$ cat src/rtl/pixel_image_top.sv
`default_nettype none
// ============================================================================
//  Module   : pixel_image_top
//  Purpose  : RGB frame-buffer engine. Holds a W x H image of 24-bit pixels
//             in flip-flops and runs one command at a time: FILL, SET, GET,
//             INVERT and GRAY (luma conversion).
//  Ports    : clk, rst_n             - clock, async active-low reset
//             cmd_valid/cmd_ready    - command handshake
//             cmd_op, cmd_x, cmd_y   - opcode and pixel coordinate
//             cmd_r/g/b              - colour operand
//             done                   - one-cycle pulse at command completion
//             rsp_valid, rsp_ok      - GET result pulse and in-range flag
//             rsp_r/g/b, rsp_rgb24   - GET pixel (held until the next GET)
//             err                    - pulse on out-of-range SET/GET
//  Revision : 1.0 - initial release
// ============================================================================
module pixel_image_top #(
  parameter int W = 4,
  parameter int H = 3
) (
  input  logic                 clk,
  input  logic                 rst_n,
  input  logic                 cmd_valid,
  output logic                 cmd_ready,
  input  logic [2:0]           cmd_op,
  input  logic [$clog2(W):0]   cmd_x,
  input  logic [$clog2(H):0]   cmd_y,
  input  logic [7:0]           cmd_r,
  input  logic [7:0]           cmd_g,
  input  logic [7:0]           cmd_b,
  output logic                 done,
  output logic                 rsp_valid,
  output logic                 rsp_ok,
  output logic [7:0]           rsp_r,
  output logic [7:0]           rsp_g,
  output logic [7:0]           rsp_b,
  output logic [23:0]          rsp_rgb24,
  output logic                 err
);

  localparam int c_N  = W * H;
  localparam int c_IW = (c_N > 1) ? $clog2(c_N) : 1;
  localparam int c_XW = $clog2(W) + 1;
  localparam int c_YW = $clog2(H) + 1;

  localparam logic [2:0] c_OP_FILL   = 3'd0;
  localparam logic [2:0] c_OP_SET    = 3'd1;
  localparam logic [2:0] c_OP_GET    = 3'd2;
  localparam logic [2:0] c_OP_INVERT = 3'd3;
  localparam logic [2:0] c_OP_GRAY   = 3'd4;

  typedef enum logic [1:0] {
    S_IDLE   = 2'd0,
    S_SWEEP  = 2'd1,
    S_SINGLE = 2'd2
  } state_t;

  state_t            r_state;
  logic [2:0]        r_op;
  logic [c_XW-1:0]   r_x;
  logic [c_YW-1:0]   r_y;
  logic [23:0]       r_rgb;
  logic [c_IW-1:0]   r_idx;
  logic [23:0]       r_mem [c_N];

  logic              w_in_range;
  logic [c_IW-1:0]   w_idx;
  logic [23:0]       w_cur;
  logic [15:0]       w_acc;
  logic [7:0]        w_luma;
  logic [23:0]       w_sweep_pix;
  logic              w_is_sweep_op;

  assign cmd_ready = (r_state == S_IDLE);
  assign rsp_r     = rsp_rgb24[23:16];
  assign rsp_g     = rsp_rgb24[15:8];
  assign rsp_b     = rsp_rgb24[7:0];

  // Coordinates are one bit wider than needed so that W and H themselves are
  // representable and out-of-range requests can be detected.
  assign w_in_range = (r_x < c_XW'(W)) && (r_y < c_YW'(H));
  assign w_idx      = c_IW'(r_y) * c_IW'(W) + c_IW'(r_x);

  assign w_is_sweep_op = (cmd_op == c_OP_FILL) || (cmd_op == c_OP_INVERT) ||
                         (cmd_op == c_OP_GRAY);

  // Luma weights sum to 256, so the 16-bit sum never overflows and its top
  // byte is the 8-bit gray level.
  assign w_cur  = r_mem[r_idx];
  assign w_acc  = 16'd77  * {8'd0, w_cur[23:16]} +
                  16'd150 * {8'd0, w_cur[15:8]}  +
                  16'd29  * {8'd0, w_cur[7:0]};
  assign w_luma = 8'(w_acc >> 8);

  always_comb begin
    w_sweep_pix = w_cur;
    case (r_op)
      c_OP_FILL:   w_sweep_pix = r_rgb;
      c_OP_INVERT: w_sweep_pix = ~w_cur;   // 8'hFF - c per channel
      c_OP_GRAY:   w_sweep_pix = {w_luma, w_luma, w_luma};
      default:     w_sweep_pix = w_cur;
    endcase
  end

  always_ff @(posedge clk or negedge rst_n) begin
    if (!rst_n) begin
      r_state   <= S_IDLE;
      r_op      <= 3'd0;
      r_x       <= '0;
      r_y       <= '0;
      r_rgb     <= 24'h000000;
      r_idx     <= '0;
      done      <= 1'b0;
      rsp_valid <= 1'b0;
      rsp_ok    <= 1'b0;
      rsp_rgb24 <= 24'h000000;
      err       <= 1'b0;
      for (int i = 0; i < c_N; i++) begin
        r_mem[i] <= 24'h000000;
      end
    end else begin
      done      <= 1'b0;
      rsp_valid <= 1'b0;
      err       <= 1'b0;
      case (r_state)
        S_IDLE: begin
          if (cmd_valid) begin
            r_op  <= cmd_op;
            r_x   <= cmd_x;
            r_y   <= cmd_y;
            r_rgb <= {cmd_r, cmd_g, cmd_b};
            r_idx <= '0;
            r_state <= w_is_sweep_op ? S_SWEEP : S_SINGLE;
          end
        end

        // One pixel per cycle; done coincides with the last write.
        S_SWEEP: begin
          r_mem[r_idx] <= w_sweep_pix;
          if (r_idx == c_IW'(c_N - 1)) begin
            done    <= 1'b1;
            r_state <= S_IDLE;
          end else begin
            r_idx <= r_idx + c_IW'(1);
          end
        end

        S_SINGLE: begin
          done    <= 1'b1;
          r_state <= S_IDLE;
          case (r_op)
            c_OP_SET: begin
              if (w_in_range) begin
                r_mem[w_idx] <= r_rgb;
              end else begin
                err <= 1'b1;
              end
            end
            c_OP_GET: begin
              rsp_valid <= 1'b1;
              if (w_in_range) begin
                rsp_ok    <= 1'b1;
                rsp_rgb24 <= r_mem[w_idx];
              end else begin
                rsp_ok    <= 1'b0;
                rsp_rgb24 <= 24'h000000;
                err       <= 1'b1;
              end
            end
            default: ;  // NOP opcodes only produce done
          endcase
        end

        default: r_state <= S_IDLE;
      endcase
    end
  end

endmodule
`default_nettype wire

$ cat config.mk
export PLATFORM = sky130hd
export DESIGN_NAME = pixel_image_top
export DESIGN_NICKNAME = d
export VERILOG_FILES = /design/src/rtl/pixel_image_top.sv
export SDC_FILE = /design/constraint.sdc
export NUM_CORES = 1
export LEC_CHECK = 0
export ABC_AREA = 1
export BUFFER_PORTS_ARGS = -buffer_cell sky130_fd_sc_hd__buf_2
export CAP_MARGIN = 20
export CELL_PAD_IN_SITES_DETAIL_PLACEMENT = 1
export CELL_PAD_IN_SITES_GLOBAL_PLACEMENT = 1
export CORE_ASPECT_RATIO = 1.75
export CORE_MARGIN = 5
export CORE_UTILIZATION = 51
export DETAILED_ROUTE_END_ITERATION = 7
export PLACE_DENSITY_LB_ADDON = 0.1
export SLEW_MARGIN = 20
export SYNTH_ARGS = -nofsm -noshare
export SYNTH_HDL_FRONTEND = slang
export SYNTH_SLANG_ARGS = --single-unit
$ cat constraint.sdc
create_clock -name clk -period 17.41 [get_ports clk]
set_input_delay 2.6115 -clock clk [delete_from_list [all_inputs] [get_ports clk]]
set_output_delay 2.6115 -clock clk [all_outputs]
set_load 0.01 [all_outputs]
### After elaboration in Yosys (flattened, before gate mapping)

Index checks and enable logic that the tools add are counted.

| word-level totals | value |
|---|---|
| register bits | 355 |
| word-level logic and storage cells | 101 |
| input port bits | 36 |

| cells by class | value |
|---|---|
| equality and inequality tests | 14 |
| bitwise operators | 3 |
| order comparisons | 6 |
| multipliers | 3 |
| $add $sub $neg | 4 |
| mux-type cells | 32 |
| reduce and logical (&&, ||, !) cells | 16 |

Operators by type and width:

| cell | count |
|---|---|
| bitwise mux 288 bit | 2 |
| two-way mux 288 bit | 2 |
| one-hot mux 288 bit (2 select lines) | 1 |
| binary-select mux 24 bit (select 4 bit) | 2 |
| demux 24 bit (select 4 bit) | 2 |
| two-way mux 24 bit | 7 |
| one-hot mux 24 bit (3 select lines) | 1 |
| multiplier 7 x 8 -> 15 bit (first input constant) | 2 |
| NOT 24 bit | 1 |
| adder 15 x 16 -> 16 bit | 1 |
| adder 16 x 13 -> 16 bit | 1 |
| multiplier 5 x 8 -> 13 bit (first input constant) | 1 |
| greater-or-equal comparator 5 bit (second input constant) | 2 |
| < comparator 5 x 1 -> 1 bit (second input constant) | 2 |
| NOT 4 -> 5 bit | 2 |
| equality test 3 x 2 -> 1 bit (second input constant) | 3 |
| two-way mux 4 bit | 2 |
| inequality test 2 bit (second input constant) | 4 |
| one-hot mux 4 bit (2 select lines) | 1 |
| two-way mux 1 bit | 7 |
| equality test 3 bit (second input constant) | 2 |
| zero test 3 bit | 2 |
| two-way mux 2 bit | 3 |
| AND reduction 2 bit | 3 |
| 17 further kinds | 22 |

### Logic depth before layout (Yosys ltp)

| logic depth | value |
|---|---|
| depth in word-level cells | 10 |
| mapped depth | 36 |

### Worst setup path before layout

OpenSTA, ideal clock, no wires.

| timing path | value |
|---|---|
| path kind | reg-to-reg |
| from | reg r_idx[0] |
| to | reg r_mem[214] in the netlist's numbering |
| slack | 10.163 ns |
| setup time | 0.073 ns |
| clock period less this slack | 7.247 ns |
| stages on the path, launching flop included | 36 |
| arrival time | 7.174 ns |
| cells stage by stage | dfrtp_1 buf_6 buf_12 buf_6 buf_2 nor2_1 o22ai_1 nand2_1 nand3_1 ha_1 ha_1 inv_1 fa_1 fa_1 inv_1 ha_1 a21oi_1 o21ai_0 xor2_1 ha_1 fa_1 inv_1 fa_1 fa_1 inv_1 ha_1 a21oi_1 o21ai_0 a221oi_1 nand2_1 nand2_1 nand3_2 nand2_1 buf_6 nand3_2 a21oi_2 |

| between the ends | value |
|---|---|
| cells in the longest elaborated chain, start to end | 10 |
| elaborated cells on any way between the ends | 18 |

Ends and longest elaborated chain:

| element | RTL line | source |
|---|---|---|
| start, declared | 63 | `logic [c_IW-1:0] r_idx;` |
| start signal, assigned | 144 | `r_idx <= r_idx + c_IW'(1);` |
| NOT 4 -> 5 bit (not written as such) (*) | 89, 139 |  |
| binary-select mux 24 bit (select 4 bit) | 89 | `assign w_cur = r_mem[r_idx];` |
| two-way mux 24 bit (not written as such) (2 in series) | 89 |  |
| multiplier 7 x 8 -> 15 bit (on tied branches) | 90, 91 |  |
| adder 15 x 16 -> 16 bit | 90 | `assign w_acc = 16'd77 * {8'd0, w_cur[23:16]} +` |
| adder 16 x 13 -> 16 bit | 91 | `16'd150 * {8'd0, w_cur[15:8]} +` |
| one-hot mux 24 bit (3 select lines) | 97 | `case (r_op)` |
| bitwise mux 288 bit (*) | 139 | `r_mem[r_idx] <= w_sweep_pix;` |
| one-hot mux 288 bit (2 select lines) (*) | 125 | `case (r_state)` |
| end signal, assigned by index | 139 |  |
| end signal, assigned by index | 154 | `r_mem[w_idx] <= r_rgb;` |
| end, declared | 64 | `logic [23:0] r_mem [c_N];` |

Every way passes the cells marked *; elsewhere a longest branch is shown, timed or not. The select of a mux whose other input is x is not followed.
A chain may end at the register's enable or synchronous reset.

### Worst setup path after layout

| timing path | value |
|---|---|
| from | reg r_idx[0] |
| to | reg r_mem[3] in the netlist's numbering |

The elaborated chain is that of the path after synthesis.

==> metrics.md <==
| Metric | Value |
|---|---|
| Period utilization | 0.6144 |
| Nets | roughly 3400 |
| Max Freq | 0.09349 GHz |
| Post-route core utilization | 0.5440 |
| FF+latch count, synth | ~360 |
| Filler cells | slightly above 6000 |
| Vias in the first global route | slightly below 30000 |
| Wire length per cell | around 32 um |
| ANT cells | 0 |
| Placed cell areas | about 0.026 sq mm |
| Synth top area share | 0.3520 |
| Arr. time, crit path | 11120 ps |
| Max-slew violation count | 0 |
| Slowest stage delay, CP | 790 ps |
| Global-route wire length before repair | approximately 180000 um |
| Cts hold-fix bufs | 0 |
| Reg2reg path depth | 32 |
| Layout cells sized above 1 | 0.1175 |
| Sequential share of the synthesized area | 0.3520 |
| EDFF count, synth | 0 |
| Worst endpoint required time | approximately 18000 ps |
| Largest net degree at the start of global routing | 107 |
| FP Rows | about 110 |
| Final setup violation count | 0 |
| Die Ht | between 300 and 400 um |
| Htree depth | 2 |
| Worst-Skew Late Latency | 570 ps |
| Max_slew headroom | 0.1518 |
| Post-route cell area | roughly 0.027 sq mm |
| Minimum clock period | between 10000 and 15000 ps |
| Worst Tran Pin Value | 1271 ps |
| Setup bufs post-CTS | 0 |
| Final hold viol count | 0 |
| Port bufs | between 80 and 90 |
| Worst hold path class | flop to flop |
| Post-Syn Area | ~0.025 sq mm |
| TritonCTS buffer count | 38 |
| Ports | 89 |
| Vias | 27840 |
| Starting Density | 0.5117 |
| DP HPWL | 76920 um |
| CTS tree | yes |
| Most frequent cell after synthesis | a21oi_1 |
| Area delta synth->final | 6.321% |
| Vias per std cell | just over 7 |
| RSZ-0062 raised after global routing | false |
| Synth cell types | 53 |
| Synth top cells by count | a21oi_1 (570), nor2_1 (411), nand2_1 (375), dfrtp_1 (355), inv_1 (242) |
| Max cap viols | 0 |
| # clock sinks | around 360 |
| Core region area | around 0.05 sq mm |
| Post-Route WL | ~130000 um |
| Crit path capture type | flop |
| Area contributors post-synth | dfrtp_1 (35%), a21oi_1 (11%), nor2_1 (6.1%), nand2_1 (5.6%), a22oi_1 (4.9%) |
| Largest area contributor in the netlist | dfrtp_1 |
| GRT Total Usage | 0.4556 |
| Post-Syn Nets | ~3500 |
| Critical-path top delay cell | buf_4 |
| Status | complete, no violations |
| GPL Wtd Cong | slightly below 1 |
| WHS Path Cells | 2 |
| Post-CTS sizing | 0 |
| CTS clk-pin slew, worst paths | ~70 ps |
| Initial antenna violation count | 4 |
| DIE AREA | approximately 0.054 sq mm |
| Placed Instances | approximately 3800 |
| Setup TNS Final | 0 ps |
| Initial DRC Count | 3798 |
| Synth Flop Type | dfrtp_1 |
| CP Max Fanout | 74 |
| Crit Path Class | flop to flop |
| Synth async-reset ratio | 1.000 |
| Syn_area_per_cell | ~7.6 sq um |
| DRC | 0 |
| Clk buf depth | 3 |
| Cell Count, Final, Fillers Out | 3911 |
| Global route total overflow | 0 |
| Root buffer cell | clkbuf_16 |
| DRT antenna net count | 0 |
| Die W | about 180 um |
| Synth Instances | around 3300 |
| Critical path startpoint category | flop |
| DRT Pass-1 Iters | 5 |
| Ys Warns | 0 |
| Final Skew | 14.56 ps |
[cells in the final DEF (no fill, tap or decap), types with 19 or more instances in the layout]
cell       instances
a21oi_1          570
a21oi_2           49
a22oi_1          165
buf_2             87
buf_4             68
clkbuf_16         39
dfrtp_1          353
fa_1              55
ha_1              92
inv_1            241
inv_2             19
mux2_2            27
nand2_1          374
nand3_1          216
nand3_2           27
nor2_1           390
nor2_2            27
nor3_1            20
o21ai_0          234
o22ai_1           61
[metrics by stage]
stage               hold WS (ps)  worst slack [ps]
floorplan                  480.9             10160
finish                     519.3              6713
global route               547.1              6559
detailed placement         510.8              7106
CTS                        527.9              7060
global placement           481.9              7378
[layer usage]
layer | wire length, um | part of all wire | GRT usage
met5 | 31 | 0.00025 | 0.001852
met4 | 14150 | 0.11 | 0.3884
met3 | 15830 | 0.13 | 0.1403
met2 | 55400 | 0.44 | 0.6970
met1 | 40580 | 0.32 | 0.5099
[layout make-up]
class	count	area (sq um)	share of cell area
Clock buffer	51	1061	0.03954
Inverter	265	997.2	0.03716
Sequential cell	355	8889	0.3313
Tap cell	660	825.8	0.03078
Multi-Input combinational cell	2413	13960	0.5204
Timing Repair Buffer	156	960.9	0.03581
Clock inverter	11	133.9	0.004989
[worst max-delay path, delay by kind of cell, from the launching register on]
kind / cells / cell delay [ps]
compound gates: 10 / 2300
fa+ha+maj: 10 / 4060
simple gates: 4 / 1280
flops: 1 / 660
xor+xnor: 1 / 170
buf+inv: 7 / 1950
[cells by family after synthesis]
family,Yosys count,share of synthesized area
AO/OA/AOI/OAI,1143,0.2600
AND/OR/NAND/NOR,1084,0.1847
adder cells (fa/ha/maj),147,0.08924
XOR/XNOR,12,0.004463
buffers and inverters,559,0.09752
multiplexers,27,0.01205
flip-flops,355,0.3520
[flip-flops by register name, summed over array words and instances, names as in the netlist]
signal and count:
err 1, r_y 3, r_idx 4, done 1, r_rgb 24, rsp_ok 1
rsp_valid 1, r_op 3, r_mem 288, r_state 2, rsp_rgb24 24, r_x 3
[worst paths after layout]
path | from | end | slack, ps
min in group asynchronous | rst_n | r_mem[266] | 2090
hold / removal | rsp_rgb24[0] | rsp_rgb24[0] | 520
max in group asynchronous | rst_n | r_mem[201] | 12840
setup reg to reg | r_idx[0] | r_mem[3] | 6710
setup / recovery | r_idx[0] | r_mem[3] | 6710
hold reg to reg | rsp_rgb24[0] | rsp_rgb24[0] | 520
Power is left out: the tool's default activity adds up to more than one toggle a clock period on the data nets, which glitch-free logic cannot reach.
